**src/rtl/spi_latency_reader.sv**
```systemverilog
// -----------------------------------------------------------------------------
// spi_latency_reader
//
// Purpose: services a latency target over an interrupt / interrupt_ack
// handshake and then reads two 32-bit latency counts from it with one
// 8-byte SPI frame (mode 3, MSB first within a byte, little-endian bytes).
// After reset, a single throw-away 1-byte SPI transfer is performed first.
//
// Handshake: the target raises interrupt. After ACK_DELAY cycles we raise
// interrupt_ack. The target drops interrupt. GAP cycles later the SPI
// frame runs. interrupt_ack stays high until the frame has been
// consumed (DONE), or until TIMEOUT expires while interrupt is still high.
// A new interrupt is not accepted until 2 cycles after interrupt_ack falls.
//
// Ports:
//   clk, rst         system clock; asynchronous active-high reset
//   interrupt        request from target (2-flop synchronized)
//   interrupt_ack    acknowledge to target
//   SCK/SSEL/MOSI    SPI master outputs (SCK idles high, SSEL active low)
//   MISO             SPI data in (2-flop synchronized)
//   int_ack_latency  bytes 0..3 of the last complete frame
//   spi_latency      bytes 4..7 of the last complete frame
//   result_valid     one-cycle pulse when both results load
//   timeout_err      sticky ack-timeout flag
//   busy             high whenever the FSM is not in WAIT_INT
//   state_dbg        current FSM state encoding
// -----------------------------------------------------------------------------
module spi_latency_reader #(
   parameter int CLK_DIV   = 16,
   parameter int ACK_DELAY = 100,
   parameter int GAP       = 32,
   parameter int TIMEOUT   = 1000000
) (
   input  logic        clk,
   input  logic        rst,
   input  logic        interrupt,
   output logic        interrupt_ack,
   output logic        SCK,
   output logic        SSEL,
   output logic        MOSI,
   input  logic        MISO,
   output logic [31:0] int_ack_latency,
   output logic [31:0] spi_latency,
   output logic        result_valid,
   output logic        timeout_err,
   output logic        busy,
   output logic [2:0]  state_dbg
);

   localparam logic [2:0] S_DUMMY    = 3'd0;
   localparam logic [2:0] S_WAIT_INT = 3'd1;
   localparam logic [2:0] S_ACK_DLY  = 3'd2;
   localparam logic [2:0] S_ACK_HOLD = 3'd3;
   localparam logic [2:0] S_GAP_W    = 3'd4;
   localparam logic [2:0] S_XFER     = 3'd5;
   localparam logic [2:0] S_DONE     = 3'd6;

   localparam logic [1:0] PH_LEAD  = 2'd0;
   localparam logic [1:0] PH_LOW   = 2'd1;
   localparam logic [1:0] PH_HIGH  = 2'd2;
   localparam logic [1:0] PH_TRAIL = 2'd3;

   localparam logic [7:0]  DIV_LAST = 8'(CLK_DIV - 1);
   localparam logic [31:0] ACK_LAST = 32'(ACK_DELAY - 1);
   localparam logic [31:0] TO_LAST  = 32'(TIMEOUT - 1);
   localparam logic [31:0] GAP_LAST = 32'((GAP > 1) ? GAP - 1 : 1);

   logic [2:0]  state;
   logic [31:0] cnt;
   logic [1:0]  hold_cnt;
   logic        int_m, int_s;
   logic        miso_m, miso_s;

   logic        frame_active;
   logic [1:0]  phase;
   logic [7:0]  div_cnt;
   logic [6:0]  bit_cnt;
   logic [6:0]  bit_last;
   logic [63:0] shift_reg;
   logic        frame_start;
   logic        frame_done;

   assign MOSI      = 1'b0;
   assign busy      = (state != S_WAIT_INT);
   assign state_dbg = state;

   // Two-flop synchronizers for the asynchronous inputs.
   always_ff @(posedge clk or posedge rst) begin
      if (rst) begin
         int_m  <= 1'b0;
         int_s  <= 1'b0;
         miso_m <= 1'b0;
         miso_s <= 1'b0;
      end else begin
         int_m  <= interrupt;
         int_s  <= int_m;
         miso_m <= MISO;
         miso_s <= miso_m;
      end
   end

   // The GAP_W exit and the frame start happen on the same edge, so SSEL
   // falls exactly GAP cycles after the synchronized interrupt falls
   // (ACK_HOLD already accounts for one of those cycles by preloading cnt).
   assign frame_start = ((state == S_DUMMY) && !frame_active) ||
                        ((state == S_GAP_W) && (cnt >= GAP_LAST));
   assign frame_done  = frame_active && (phase == PH_TRAIL) && (div_cnt == DIV_LAST);
   assign bit_last    = (state == S_XFER) ? 7'd63 : 7'd7;

   // SPI frame engine: lead-in (SCK high), N x (low half, high half), trail.
   always_ff @(posedge clk or posedge rst) begin
      if (rst) begin
         frame_active <= 1'b0;
         phase        <= PH_LEAD;
         div_cnt      <= 8'd0;
         bit_cnt      <= 7'd0;
         SCK          <= 1'b1;
         SSEL         <= 1'b1;
         shift_reg    <= 64'd0;
      end else if (frame_start) begin
         frame_active <= 1'b1;
         phase        <= PH_LEAD;
         div_cnt      <= 8'd0;
         bit_cnt      <= 7'd0;
         SCK          <= 1'b1;
         SSEL         <= 1'b0;
      end else if (frame_active) begin
         if (div_cnt != DIV_LAST) begin
            div_cnt <= div_cnt + 8'd1;
         end else begin
            div_cnt <= 8'd0;
            case (phase)
               PH_LEAD: begin
                  phase <= PH_LOW;
                  SCK   <= 1'b0;
               end
               PH_LOW: begin
                  phase <= PH_HIGH;
                  SCK   <= 1'b1;
               end
               PH_HIGH: begin
                  // Last clk of the high half: capture the bit.
                  shift_reg <= {shift_reg[62:0], miso_s};
                  if (bit_cnt == bit_last) begin
                     phase <= PH_TRAIL;
                  end else begin
                     bit_cnt <= bit_cnt + 7'd1;
                     phase   <= PH_LOW;
                     SCK     <= 1'b0;
                  end
               end
               default: begin
                  frame_active <= 1'b0;
                  phase        <= PH_LEAD;
                  SSEL         <= 1'b1;
               end
            endcase
         end
      end
   end

   // Control FSM.
   always_ff @(posedge clk or posedge rst) begin
      if (rst) begin
         state           <= S_DUMMY;
         cnt             <= 32'd0;
         hold_cnt        <= 2'd0;
         interrupt_ack   <= 1'b0;
         int_ack_latency <= 32'd0;
         spi_latency     <= 32'd0;
         result_valid    <= 1'b0;
         timeout_err     <= 1'b0;
      end else begin
         result_valid <= 1'b0;
         case (state)
            S_DUMMY: begin
               if (frame_done) state <= S_WAIT_INT;
            end
            S_WAIT_INT: begin
               if (hold_cnt != 2'd0) begin
                  hold_cnt <= hold_cnt - 2'd1;
               end else if (int_s) begin
                  cnt   <= 32'd0;
                  state <= S_ACK_DLY;
               end
            end
            S_ACK_DLY: begin
               if (cnt == ACK_LAST) begin
                  interrupt_ack <= 1'b1;
                  cnt           <= 32'd0;
                  state         <= S_ACK_HOLD;
               end else begin
                  cnt <= cnt + 32'd1;
               end
            end
            S_ACK_HOLD: begin
               if (!int_s) begin
                  cnt   <= 32'd1;
                  state <= S_GAP_W;
               end else if (cnt == TO_LAST) begin
                  timeout_err   <= 1'b1;
                  interrupt_ack <= 1'b0;
                  hold_cnt      <= 2'd2;
                  state         <= S_WAIT_INT;
               end else begin
                  cnt <= cnt + 32'd1;
               end
            end
            S_GAP_W: begin
               if (cnt >= GAP_LAST) state <= S_XFER;
               else                 cnt   <= cnt + 32'd1;
            end
            S_XFER: begin
               if (frame_done) state <= S_DONE;
            end
            S_DONE: begin
               // Byte k of the frame sits at shift_reg[63-8k -: 8].
               int_ack_latency <= {shift_reg[39:32], shift_reg[47:40],
                                   shift_reg[55:48], shift_reg[63:56]};
               spi_latency     <= {shift_reg[7:0],   shift_reg[15:8],
                                   shift_reg[23:16], shift_reg[31:24]};
               result_valid    <= 1'b1;
               interrupt_ack   <= 1'b0;
               hold_cnt        <= 2'd2;
               state           <= S_WAIT_INT;
            end
            default: state <= S_DUMMY;
         endcase
      end
   end

endmodule

```
**config.mk**
```make
export PLATFORM = sky130hd
export DESIGN_NAME = spi_latency_reader
export DESIGN_NICKNAME = d
export VERILOG_FILES = /design/src/rtl/spi_latency_reader.sv
export SDC_FILE = /design/constraint.sdc
export NUM_CORES = 1
export LEC_CHECK = 0
export CORE_ASPECT_RATIO = 1.1
export CORE_MARGIN = 4
export CORE_UTILIZATION = 30
export DETAILED_ROUTE_END_ITERATION = 8
export PLACE_DENSITY = 0.48
export SLEW_MARGIN = 10
export SYNTH_ARGS = -nofsm -noshare
export SYNTH_HDL_FRONTEND = slang
export SYNTH_SLANG_ARGS = --single-unit
```
**constraint.sdc**
```tcl
create_clock -name clk -period 7.5 [get_ports clk]
set_input_delay 1.5 -clock clk [delete_from_list [all_inputs] [get_ports clk]]
set_output_delay 1.5 -clock clk [all_outputs]
set_load 0.01 [all_outputs]
```
==> results.cfg <==
[sta]
max_freq_mhz = 268
fin_crit_ns = 3.73
tightest_slew_ns = 1.10
tns_ns = 0
fin_skew_ns = 0.0225
grt_setup_unrepaired = no
timing.final.crit_share_pct = 49.7
max-slew-margin-rel_pct = 26.6
finalSetupViolCount = 0
report.final.slew_viol_count = 0
hold_violations = 0

[cts]
cts-root-buf = clkbuf_16
htree_levels = 4
cts_setup_buffers = 0
clock-sinks = 192
clkTransAtPathRegs_ns = 0.08
holdBufCountCts = 0
clock_latency_ns = 0.44
cts_tree = yes
cts_buffer_depth = 2
cts_resized = 0
cts_buffers = 17

[flow_run]
cap_violations = 0

[yosys]
synth-async-reset-ratio_pct = 100
synth_edf_count = 0
synth-main-ff-cell = dfrtp_1
synthCells = 790
yosys_warnings = 0
synthesis.nets = 798
avgSynthCellArea_um2 = 10.8
yosysSeqAreaShare_pct = 56.5
synth_cell_types = 59
syn_area_mm2 = 0.00851
ys_seq_elements = 192

[power_and_ir_drop]
powerDensity_mw_per_mm2 = 193
vdd_drop_max_v = 0.000121
power_leakage_nw = 5.07

[final_layout]
largest_reg_flops = 64
layout-drive-gt1-share_pct = 13.2
mostFrequentLayoutCell = nand2_1
fin_nets = 861
most-common-layout-cells = 219 x nand2_1, 190 x dfrtp_1, 76 x clkdlybuf4s50_1, 68 x nor2_1, 60 x mux2_4
antenna_cells = 0
finish.utilization_pct = 36.5
areaGrowthSynthToFinish_pct = 19.5

[floorplan]
coreArea_mm2 = 0.0279
die_w_um = 169
die_height_um = 185
die_area_mm2 = 0.0311
ioPinCount = 78
row_count = 64
initial_core_util_pct = 30.5

[setup_path]
arrival_ns = 4.04
worstPathRequired_ns = 7.82
crit_start = state_dbg[2]
cp_max_fo = 57
critical_path_class = register to register
critPathCapture = shift_reg[61]
rr_endpoint = shift_reg[61]
rrSetupSlack_ns = 3.77
r2r-start = state_dbg[2]
critical_path.endpoint_type = register
reg2regPathDepth = 6
cp-start-kind = register

[global_route]
grt-ovfl-total = 0
grt_usage_pct = 12.0
grt_pass1_vias = 5920
antenna_found_initial = 0
grt_max_degree = 125
grt_pass1_wl_um = 30800

[route]
first_iter_violations = 299
drt_pass1_iterations = 4
wire_per_inst_um = 14.4
routed_wirelength_um = 17700
drc = 0
via_count = 5668
drtAntennaViolNets = 0
routed_via_density = 4.61

[placed_design]
place.gp.congestion = 0.757
io_buffers = 76
dp_hpwl_um = 11100

[worst_hold_path]
hold_class = register to register

[outcome]
status = complete, no violations
[how the worst min path moves through the flow]
stage	slack, ns	endpoint	from	cells after the start
floorplan	0.33	int_s	int_m	0
global placement	0.34	miso_s	miso_m	0
detailed placement	0.34	miso_s	miso_m	0
CTS	0.35	miso_s	miso_m	0
global route	0.36	miso_s	miso_m	0
finish	0.35	miso_s	miso_m	0
[cell families after synthesis]
logic type                 after synthesis  synth area share (%)
buffers and inverters                   50                  2.97
xor gates and xnor gates                29                  2.98
DFF                                    192                  56.5
other                                    1                0.0440
adders and majority gates                4                 0.588
AOI/OAI and AO/OA                       62                  5.13
muxes                                   66                  11.3
and+or+nand+nor                        386                  20.5
[through the flow]
| stage | area, um^2 | hold WS, ns | setup WS (ns) | total power [mW] | std cells |
|---|---|---|---|---|---|
| finish | 10200 | 0.353 | 3.77 | 1.96 | 1229 |
| global route | 10200 | 0.356 | 3.46 | 2.04 | 1229 |
| CTS | 10200 | 0.354 | 3.73 | 2.00 | 1229 |
| detailed placement | 9580 | 0.336 | 3.76 | 1.08 | 1197 |
| global placement | 9580 | 0.335 | 3.80 | 1.08 | 1197 |
| floorplan | 8510 | 0.331 | 0.776 | 1.07 | 790 |
[per-layer routing]
| metal | routed length, um | part of all wire (%) | track usage (%) | vias to the layer above |
|---|---|---|---|---|
| met5 | 0 | 0 | 0 | - |
| met4 | 230 | 1.3 | 3.60 | 0 |
| met1 | 8830 | 50 | 16.7 | 2794 |
| li1 | - | - | - | 2783 |
| met3 | 547 | 3.1 | 2.57 | 14 |
| met2 | 8070 | 46 | 18.8 | 77 |
[synth_stat cells, drive strengths merged, types with 3 or more instances]
| cell | count | area share (%) |
|---|---|---|
| xnor2 | 11 | 1.1 |
| xor2 | 18 | 1.9 |
| ha | 4 | 0.59 |
| nand2 | 219 | 9.7 |
| nor4 | 13 | 1.2 |
| and2 | 3 | 0.22 |
| o21ai | 13 | 0.76 |
| inv | 13 | 0.57 |
| a21oi | 15 | 0.88 |
| dfrtp | 190 | 56 |
| nand2b | 8 | 0.59 |
| nor3 | 13 | 0.90 |
| nor2 | 69 | 3.1 |
| nand4 | 11 | 0.81 |
| and4 | 6 | 0.62 |
| nand3 | 19 | 1.1 |
| and3 | 13 | 0.96 |
| mux2 | 64 | 11 |
| buf | 17 | 1.5 |
| o2111ai | 5 | 0.51 |
| a22o | 7 | 0.72 |
| o2bb2ai | 4 | 0.41 |
| nor2b | 3 | 0.22 |
| clkbuf | 20 | 0.90 |
[final cells by class]
cell class | instances | area [um^2]
clock buffer | 18 | 429
clock inverter | 14 | 164
fill | 2839 | 17700
inverter | 13 | 56.3
multi-input combinational | 548 | 3460
sequential | 192 | 4810
tap | 363 | 454
timing repair buffer | 81 | 798
[power breakdown]
| group | internal, mW | leakage [nW] | switching (mW) | total [mW] |
|---|---|---|---|---|
| Combinational | 0.00258 | 2.13 | 0.0206 | 0.0232 |
| Clock | 0.450 | 0.285 | 0.453 | 0.903 |
| Sequential | 1.04 | 2.65 | 0.00141 | 1.04 |
[worst max-delay path, stage by stage, from the launching register on]
cell and delay [ns]:
dfrtp_1 0.61, nand2b_1 0.16, nand2b_1 0.39, o21bai_2 0.77, nand3b_4 0.38, buf_4 0.80
mux2_2 0.42
No activity file was read; power rests on OpenSTA's default activity.
